File: config.mk
export PLATFORM = sky130hd
export DESIGN_NAME = uart_tx_fifo
export DESIGN_NICKNAME = d
export VERILOG_FILES = /design/src/rtl/uart_pkg.sv /design/src/rtl/sync_fifo.sv /design/src/rtl/uart_tx_fifo.sv
export SDC_FILE = /design/constraint.sdc
export NUM_CORES = 1
export LEC_CHECK = 0
export ABC_AREA = 1
export CELL_PAD_IN_SITES_DETAIL_PLACEMENT = 1
export CELL_PAD_IN_SITES_GLOBAL_PLACEMENT = 1
export CORE_UTILIZATION = 44
export DETAILED_ROUTE_END_ITERATION = 6
export PLACE_DENSITY = 0.73
export SYNTH_ARGS = -nofsm -noshare
export SYNTH_HDL_FRONTEND = slang
export SYNTH_SLANG_ARGS = --single-unit
export TNS_END_PERCENT = 50
File: constraint.sdc
create_clock -name i_clk -period 2.1 [get_ports i_clk]
set_input_delay 0.42 -clock i_clk [delete_from_list [all_inputs] [get_ports i_clk]]
set_output_delay 0.42 -clock i_clk [all_outputs]
set_load 0.1 [all_outputs]
File: src/rtl/uart_pkg.sv
// Shared types and helpers for the console UART transmit path.
package uart_pkg;

    typedef enum logic [1:0] {IDLE, START, DATA, STOP} uart_tx_state_e;

    localparam int unsigned UART_DATA_BITS = 8;

    // Rounded to the nearest whole clock so the bit period error stays below half a clock.
    function automatic int unsigned clks_per_bit(input int unsigned clk_hz,
                                                 input int unsigned baud);
        return (clk_hz + baud / 2) / baud;
    endfunction

endpackage

File: src/rtl/sync_fifo.sv
// Single-clock FIFO with first-word-fall-through read: o_data shows the head entry whenever
// the FIFO is non-empty, so a pop consumes it in the same cycle.
module sync_fifo #(
    parameter int unsigned WIDTH = 8,
    parameter int unsigned DEPTH = 16
) (
    input  logic                     i_clk,
    input  logic                     i_rst,
    input  logic                     i_push,
    input  logic [WIDTH-1:0]         i_data,
    input  logic                     i_pop,
    output logic [WIDTH-1:0]         o_data,
    output logic                     o_full,
    output logic                     o_empty,
    output logic [$clog2(DEPTH):0]   o_level
);

    localparam int unsigned PTR_W = $clog2(DEPTH);
    localparam int unsigned LVL_W = PTR_W + 1;

    if (DEPTH < 2 || (DEPTH & (DEPTH - 1)) != 0) begin : g_bad_depth
        $error("sync_fifo DEPTH must be a power of two and at least 2");
    end

    logic [WIDTH-1:0] mem_q [DEPTH];
    logic [PTR_W-1:0] wr_ptr_q, wr_ptr_d;
    logic [PTR_W-1:0] rd_ptr_q, rd_ptr_d;
    logic [LVL_W-1:0] level_q, level_d;
    logic             do_push, do_pop;

    assign o_full  = (level_q == LVL_W'(DEPTH));
    assign o_empty = (level_q == '0);
    assign do_push = i_push & ~o_full;
    assign do_pop  = i_pop & ~o_empty;
    assign o_data  = mem_q[rd_ptr_q];
    assign o_level = level_q;

    always_comb begin
        wr_ptr_d = wr_ptr_q;
        rd_ptr_d = rd_ptr_q;
        level_d  = level_q;
        if (do_push) begin
            wr_ptr_d = wr_ptr_q + PTR_W'(1);
        end
        if (do_pop) begin
            rd_ptr_d = rd_ptr_q + PTR_W'(1);
        end
        unique case ({do_push, do_pop})
            2'b10:   level_d = level_q + LVL_W'(1);
            2'b01:   level_d = level_q - LVL_W'(1);
            default: level_d = level_q;
        endcase
    end

    always_ff @(posedge i_clk) begin
        if (i_rst) begin
            wr_ptr_q <= '0;
            rd_ptr_q <= '0;
            level_q  <= '0;
        end else begin
            wr_ptr_q <= wr_ptr_d;
            rd_ptr_q <= rd_ptr_d;
            level_q  <= level_d;
        end
    end

    // Storage needs no reset: the pointers and level define which entries are live.
    always_ff @(posedge i_clk) begin
        if (do_push) begin
            mem_q[wr_ptr_q] <= i_data;
        end
    end

endmodule

File: src/rtl/uart_tx_fifo.sv
// 8N1 UART transmitter fed from a byte FIFO; back-to-back frames are sent with no idle gap.
module uart_tx_fifo
    import uart_pkg::*;
#(
    parameter int unsigned CLK_FREQ_HZ = 100_000_000,
    parameter int unsigned BAUD_RATE   = 921_600,
    parameter int unsigned FIFO_DEPTH  = 16
) (
    input  logic                          i_clk,
    input  logic                          i_rst,
    input  logic [7:0]                    i_data,
    input  logic                          i_valid,
    output logic                          o_ready,
    output logic                          o_uart_tx,
    output logic                          o_busy,
    output logic [$clog2(FIFO_DEPTH):0]   o_fifo_level
);

    localparam int unsigned CLKS_PER_BIT = clks_per_bit(CLK_FREQ_HZ, BAUD_RATE);
    localparam int unsigned BAUD_W       = $clog2(CLKS_PER_BIT);
    localparam int unsigned LVL_W        = $clog2(FIFO_DEPTH) + 1;
    localparam logic [BAUD_W-1:0] BAUD_LAST = BAUD_W'(CLKS_PER_BIT - 1);
    localparam logic [2:0]        BIT_LAST  = 3'(UART_DATA_BITS - 1);

    if (CLKS_PER_BIT < 2) begin : g_bad_baud
        $error("uart_tx_fifo needs at least 2 clocks per bit");
    end

    uart_tx_state_e              state_q;
    logic [BAUD_W-1:0]           baud_q;
    logic [2:0]                  bit_idx_q;
    logic [UART_DATA_BITS-1:0]   shift_q;
    logic                        tx_q;

    logic [7:0]       fifo_data;
    logic             fifo_full;
    logic             fifo_empty;
    logic             fifo_pop;
    logic [LVL_W-1:0] fifo_level;
    logic             baud_done;

    sync_fifo #(
        .WIDTH (8),
        .DEPTH (FIFO_DEPTH)
    ) u_fifo (
        .i_clk   (i_clk),
        .i_rst   (i_rst),
        .i_push  (i_valid),
        .i_data  (i_data),
        .i_pop   (fifo_pop),
        .o_data  (fifo_data),
        .o_full  (fifo_full),
        .o_empty (fifo_empty),
        .o_level (fifo_level)
    );

    assign baud_done = (baud_q == BAUD_LAST);

    // A byte leaves the FIFO when the line is idle or exactly as a stop bit expires.
    always_comb begin
        fifo_pop = 1'b0;
        if (!fifo_empty && (state_q == IDLE || (state_q == STOP && baud_done))) begin
            fifo_pop = 1'b1;
        end
    end

    always_ff @(posedge i_clk) begin
        if (i_rst) begin
            state_q   <= IDLE;
            baud_q    <= '0;
            bit_idx_q <= '0;
            shift_q   <= '0;
            tx_q      <= 1'b1;
        end else begin
            unique case (state_q)
                IDLE: begin
                    tx_q   <= 1'b1;
                    baud_q <= '0;
                    if (fifo_pop) begin
                        shift_q <= fifo_data;
                        tx_q    <= 1'b0;
                        state_q <= START;
                    end
                end
                START: begin
                    if (baud_done) begin
                        baud_q    <= '0;
                        bit_idx_q <= '0;
                        tx_q      <= shift_q[0];
                        state_q   <= DATA;
                    end else begin
                        baud_q <= baud_q + BAUD_W'(1);
                    end
                end
                DATA: begin
                    if (baud_done) begin
                        baud_q <= '0;
                        if (bit_idx_q == BIT_LAST) begin
                            tx_q    <= 1'b1;
                            state_q <= STOP;
                        end else begin
                            bit_idx_q <= bit_idx_q + 3'd1;
                            shift_q   <= shift_q >> 1;
                            tx_q      <= shift_q[1];
                        end
                    end else begin
                        baud_q <= baud_q + BAUD_W'(1);
                    end
                end
                STOP: begin
                    if (baud_done) begin
                        baud_q <= '0;
                        if (fifo_pop) begin
                            shift_q <= fifo_data;
                            tx_q    <= 1'b0;
                            state_q <= START;
                        end else begin
                            tx_q    <= 1'b1;
                            state_q <= IDLE;
                        end
                    end else begin
                        baud_q <= baud_q + BAUD_W'(1);
                    end
                end
                default: begin
                    tx_q    <= 1'b1;
                    state_q <= IDLE;
                end
            endcase
        end
    end

    assign o_uart_tx    = tx_q;
    assign o_busy       = (state_q != IDLE) | ~fifo_empty;
    assign o_ready      = ~fifo_full & ~i_rst;
    assign o_fifo_level = fifo_level;

endmodule

# Yosys cells after proc, flatten, opt, wreduce, memory -nomap -nowiden
# Memory sizes are Yosys's and may differ from the RTL's. A register that Yosys moved wholly into a read port is not among the register bits.
# Index checks and enable logic that the tools add are counted.
dict set report word_totals {
  inputBits 11
  memories 1
  mem_bits_rw 128
  ff_bits 34
  wordCells 81
}
# memory depth word_bits rd rd_ports_with_merged_regs wr line
set memory_table {}
lappend memory_table {u_fifo.mem_q 16 8 1 1 1 sync_fifo.sv:25} ;# logic [WIDTH-1:0] mem_q [DEPTH];
dict set report classes {
  bitwise_logic 7
  n_reduce_logical 15
  muxes 30
  eq_ne 14
  add_sub_neg 6
}
# operator count
set ops {}
lappend ops {{two-way mux 8 bit} 4}
lappend ops {{one-hot mux 8 bit (3 select lines)} 1}
lappend ops {{one-hot mux 7 bit (2 select lines)} 1}
lappend ops {{two-way mux 2 bit} 5}
lappend ops {{!= test 2 bit, second input constant} 5}
lappend ops {{one-hot mux 5 bit (2 select lines)} 1}
lappend ops {{two-way mux 1 bit} 9}
lappend ops {{two-way mux 3 bit} 3}
lappend ops {{adder 4 x 1 -> 4 bit, second input constant} 2}
lappend ops {{two-way mux 4 bit} 2}
lappend ops {{one-hot mux 2 bit (4 select lines)} 1}
lappend ops {{AND reduction 4 bit} 2}
lappend ops {{adder 7 x 1 -> 7 bit, second input constant} 1}
lappend ops {{equality test 7 bit, second input constant} 1}
lappend ops {{two-way mux 7 bit} 1}
lappend ops {{equality test 2 bit, second input constant} 3}
lappend ops {{one-hot mux 3 bit (2 select lines)} 1}
lappend ops {{nonzero test 2 bit} 3}
lappend ops {{adder 5 x 1 -> 5 bit, second input constant} 1}
lappend ops {{equality test 5 bit, second input constant} 1}
lappend ops {{logical NOT 5 bit} 1}
lappend ops {{AND reduction 5 bit} 1}
lappend ops {{subtractor 5 x 1 -> 5 bit, second input constant} 1}
lappend ops {{equality test 2 x 1 -> 1 bit, second input constant} 2}
lappend ops {{other kinds (14)} 19}

# Longest topological paths before layout
dict set report depth {
  depth_word 8
  mapped_depth 19
  mapped_depth_nobuf 19
}

# By module
# A second synthesis with hierarchy kept.
dict set report unflattened {
  cells_unflattened 645
  area_unflattened_um2 7314.5
}
# mod area_each_um2 cells_per_inst n_inst seq_area_each_um2
set modules_own_cells {}
lappend modules_own_cells {sync_fifo 6147.1 478 1 4184.0}
lappend modules_own_cells {uart_tx_fifo 1167.4 167 1 420.4}

# Worst setup path before layout
# Ideal clock, no wire load.
dict set report synth_path {
  path_type {register to register}
  start {register u_fifo.level_q[0] (netlist: u_fifo.o_level[0])}
  end {register u_fifo.level_q[4] (netlist: u_fifo.o_level[4])}
  setup_time_ps 130
  arrival_time_ps 2687
  setup_slack_ps -717
  period_less_slack_ps 2817
  path_stages_with_launch 14
  path_buffers 0
  path_cell_list {dfxtp_1 > inv_1 > nand4_1 > nand2_1 > ha_1 > xor2_1 > ha_1 > inv_1 > nand2_1 > and3_1 > o21bai_1 > nand2_1 > nand2_1 > a21oi_1}
}
dict set report synth_via {
  elab_chain_len 7
  elab_cells_between_ends 15
  cone_classes {2 x add/sub; 3 x eq/ne; 2 x mux; 4 x bitwise; 4 x reduce/logical}
}
# item line
set synth_rtl {}
lappend synth_rtl {{start, declared} sync_fifo.sv:28} ;# logic [LVL_W-1:0] level_q, level_d;
lappend synth_rtl {{start signal, assigned} sync_fifo.sv:63} ;# level_q <= level_d;
lappend synth_rtl {{logical NOT 5 bit} sync_fifo.sv:32} ;# assign o_empty = (level_q == '0);
lappend synth_rtl {{logical NOT 1 bit} uart_tx_fifo.sv:62} ;# if (!fifo_empty && (state_q == IDLE || (state_q == STOP && baud_done))) begin
lappend synth_rtl {{logical AND 1 bit} uart_tx_fifo.sv:62}
lappend synth_rtl {{two-way mux 1 bit} uart_tx_fifo.sv:62}
lappend synth_rtl {{AND 1 bit} sync_fifo.sv:34} ;# assign do_pop = i_pop & ~o_empty;
lappend synth_rtl {{equality test 2 x 1 -> 1 bit or equality test 2 bit (tied branches)} sync_fifo.sv:48} ;# unique case ({do_push, do_pop})
lappend synth_rtl {{one-hot mux 5 bit (2 select lines) or nonzero test 2 bit (tied branches)} -}
# Parallel ways exist; a longest one is shown, timed or not.
# A chain may end at the register's enable or synchronous reset.

# Final worst setup path
dict set report layout_path {
  start {register baud_q[1]}
  end {register u_fifo.level_q[4] (netlist: u_fifo.o_level[4])}
}
dict set report layout_via {
  elab_chain_len 8
  elab_cells_between_ends 10
  cone_classes {3 x eq/ne; 2 x mux; 1 x bitwise; 4 x reduce/logical}
}
# item line
set layout_rtl {}
lappend layout_rtl {{start, declared} uart_tx_fifo.sv:30} ;# logic [BAUD_W-1:0] baud_q;
lappend layout_rtl {{start signal, assigned} uart_tx_fifo.sv:92} ;# baud_q <= baud_q + BAUD_W'(1);
lappend layout_rtl {{start signal, assigned} uart_tx_fifo.sv:107} ;# baud_q <= baud_q + BAUD_W'(1);
lappend layout_rtl {{start signal, assigned} uart_tx_fifo.sv:122} ;# baud_q <= baud_q + BAUD_W'(1);
lappend layout_rtl {{equality test 7 bit *} uart_tx_fifo.sv:57} ;# assign baud_done = (baud_q == BAUD_LAST);
lappend layout_rtl {{logical AND 1 bit *} uart_tx_fifo.sv:62}
lappend layout_rtl {{logical OR 1 bit *} uart_tx_fifo.sv:62}
lappend layout_rtl {{logical AND 1 bit *} uart_tx_fifo.sv:62}
lappend layout_rtl {{two-way mux 1 bit *} uart_tx_fifo.sv:62}
lappend layout_rtl {{AND 1 bit *} sync_fifo.sv:34}
lappend layout_rtl {{via u_fifo.do_pop} sync_fifo.sv:29} ;# logic do_push, do_pop;
lappend layout_rtl {{equality test 2 x 1 -> 1 bit or equality test 2 bit (tied branches)} sync_fifo.sv:48}
lappend layout_rtl {{one-hot mux 5 bit (2 select lines) or nonzero test 2 bit (tied branches)} -}
# Mark *: on every way through the listed nets, which the timed path passes. The rest lies on a longest branch.

==> metrics <==
Place WS -205 ps; leak pwr about 3.4 nW; Util after Layout 53.8%; vias in the first global route between 5000 and 6000; post-route cell area 8620 um^2; syn avg cell area 9.96 um^2; total global routing overflow 0; Setup WS post-layout -136 ps; commonest non-fill, non-tap cell in the layout nand2_1; DRT Pass-1 Iters 5; Final Hold Fails 0; clk_lat worst skew 430 ps; antenna viol nets, final 0; Mapped Nets between 700 and 800; Yosys cell types 33; mapped cell area ~7300 um^2; Die Span X 130 um; initial antenna violation count 0; H-tree levels 4; number of CTS-inserted buffers 17; via/cell ratio 5.22; hold-fix buffers at CTS 0; number of nets in the layout 815; Worst EP required 2410 ps; number of synthesized register bits around 170; failing checks setup timing; via count between 5000 and 6000; starting density of the core 45.3%; VDD IR max 1100 uV; logic gate share of total power approximately 36%; clock share of power 26.9%; startpoint types flop; GPL Wtd Cong 0.881; Setup-failing EPs final 2; Max clock buf depth 2; crit path max fanout 3; most frequent cells in the layout nand2_1, edfxtp_1, nor2_1; die height 130 um; Placed Instance Area 8030 um^2; Mapped Cells about 730; Max Slew Vio Count 0; Overall Global Routing Usage 24.2%; Int Power 6.51 mW; Area Growth Syn to Fin 18.8%; Achievable Freq between 400 and 500 MHz; # rows 46; routed len/inst 18.5 um; Routed WL between 15 and 20 mm; Tcrit/Tclk final 106%; layout cells sized above 1 16.5%; Setup CP Type reg2reg; I/O pin cnt 19; status complete, but fails checks; crit end category flop; yosys warns 0; pin count of the biggest net entering global routing 48; Power per Cell Area 1220 nW/um^2; Seq/Total Area, Yosys 63.5%; initial DRC count 398; die area roughly 17000 um^2; Post-Route Skew 8.65 ps; CTS Sinks around 170; relative slew slack between 50% and 60%; Max-Cap Viols 0; Worst Path Arrival 2550 ps; first-pass GRT wire length 29.8 mm; CTS Root Cell clkbuf_16; Hold Crit Class reg2reg; Remaining DRCs 0; Antenna Diode Count 0; switching fraction of total power 37.9%; setup repair after global routing missed its margin true; crit path time final 2240 ps; TritonCTS clock tree built; Reg clk slew, reported paths 60 ps; sequential power share 37.6%; core outline area 16000 um^2; I/O Buffers 18; switching power 3.97 mW; DP HPWL 12.8 mm; Worst Tran Pin Value a little under 700 ps
[logic make-up (layout without fill, tap and decap cells)]
logic type | Yosys count | in the layout | synth area share, %
and+or+nand+nor | 358 | 358 | 20.8
DFF | 166 | 166 | 63.5
buffers and inverters | 97 | 168 | 5.59
adders and majority gates | 18 | 18 | 3.11
xor gates and xnor gates | 5 | 5 | 0.604
AOI/OAI and AO/OA | 84 | 84 | 6.40
[state kept, by name (all words and copies together), names as in the netlist, named ones only]
| signal | cells |
|---|---|
| baud_q | 7 |
| bit_idx_q | 3 |
| o_uart_tx | 1 |
| shift_q | 8 |
| state_q | 2 |
| u_fifo.mem_q | 128 |
| u_fifo.o_level | 5 |
| u_fifo.rd_ptr_q | 4 |
| u_fifo.wr_ptr_q | 4 |
[area by class of cell]
| class | count | area [um^2] |
|---|---|---|
| fillers | 1809 | 7380 |
| flip-flops and latches | 166 | 4630 |
| multi-input cells | 465 | 2330 |
| repair buffers | 69 | 606 |
| clock buffers | 17 | 425 |
| well taps | 216 | 270 |
| inverters | 67 | 254 |
| clock inverters | 15 | 105 |
[routing by layer]
metal / GRT usage, % / routed length (um) / part of all wire, %
met3: 3.87 / 713 / 3.8
met4: 10.3 / 485 / 2.6
met5: 0 / 0 / 0
met1: 30.0 / 7920 / 42
met2: 42.1 / 9710 / 52
[critical path: stages (launching register included)]
cell and delay (ps):
dfxtp_2 320, inv_2 60, ha_4 140, nand3_4 60, nor2_4 130, nand2_2 70, nand2_2 90, nand2_4 60
inv_4 60, ha_4 150, xor2_2 170, ha_2 200, inv_2 30, nand2_2 60, and3_4 190, nor2_1 50
nand2_1 90, nand2_1 70, nand2_1 60, a21oi_1 50
[final timing paths]
kind                                     endpoint  depth (start not counted)  slack (ps)          from
worst max-delay path            u_fifo.o_level[4]                         19        -140     baud_q[1]
worst min register to register       bit_idx_q[1]                          2         470  bit_idx_q[1]
worst max register to register  u_fifo.o_level[4]                         19        -140     baud_q[1]
worst min-delay path                 bit_idx_q[1]                          2         470  bit_idx_q[1]
[synthesized netlist by cell type, drive strengths merged]
library cell | count | area share (%)
nand3b | 1 | 0.10
a31oi | 2 | 0.17
inv | 67 | 3.5
and2 | 1 | 0.086
nand3 | 71 | 5.0
buf | 21 | 1.7
xor2 | 5 | 0.60
a21oi | 26 | 1.9
edfxtp | 128 | 53
nor4 | 1 | 0.086
clkbuf | 9 | 0.47
o21ai | 44 | 3.0
ha | 18 | 3.1
nor2 | 104 | 5.6
and3 | 1 | 0.086
dfxtp | 38 | 10
nor3 | 1 | 0.069
o21bai | 2 | 0.21
nand4 | 4 | 0.35
o211ai | 10 | 1.0
nand2 | 171 | 9.1
nor3b | 3 | 0.31
[stage by stage]
stage / total power [mW] / std cells / hold WS [ps] / TNS (ps)
after floorplan: 6.49 / 728 / 419 / -1.92
after global placement: 7.47 / 982 / 451 / -77.0
after detailed placement: 7.65 / 982 / 461 / -424
after CTS: 10.5 / 1014 / 470 / -123
after global routing: 11.1 / 1015 / 498 / -684
final: 10.5 / 1015 / 468 / -151
[what timing repair did]
item	in CTS	in global routing
buffers inserted	0	1
resized for setup	8	2
pin swaps	6	5
endpoints found under the setup margin	3	5
[power groups by stage]
stage | combinational (mW) | clock, mW | sequential, mW
floorplan | 2.26 | 0 | 4.23
finish | 3.73 | 2.82 | 3.94
detailed placement | 3.66 | 0 | 3.99
global placement | 3.49 | 0 | 3.98
CTS | 3.74 | 2.87 | 3.94
global route | 4.14 | 3.01 | 3.96
No activity file was read; power rests on OpenSTA's default activity.
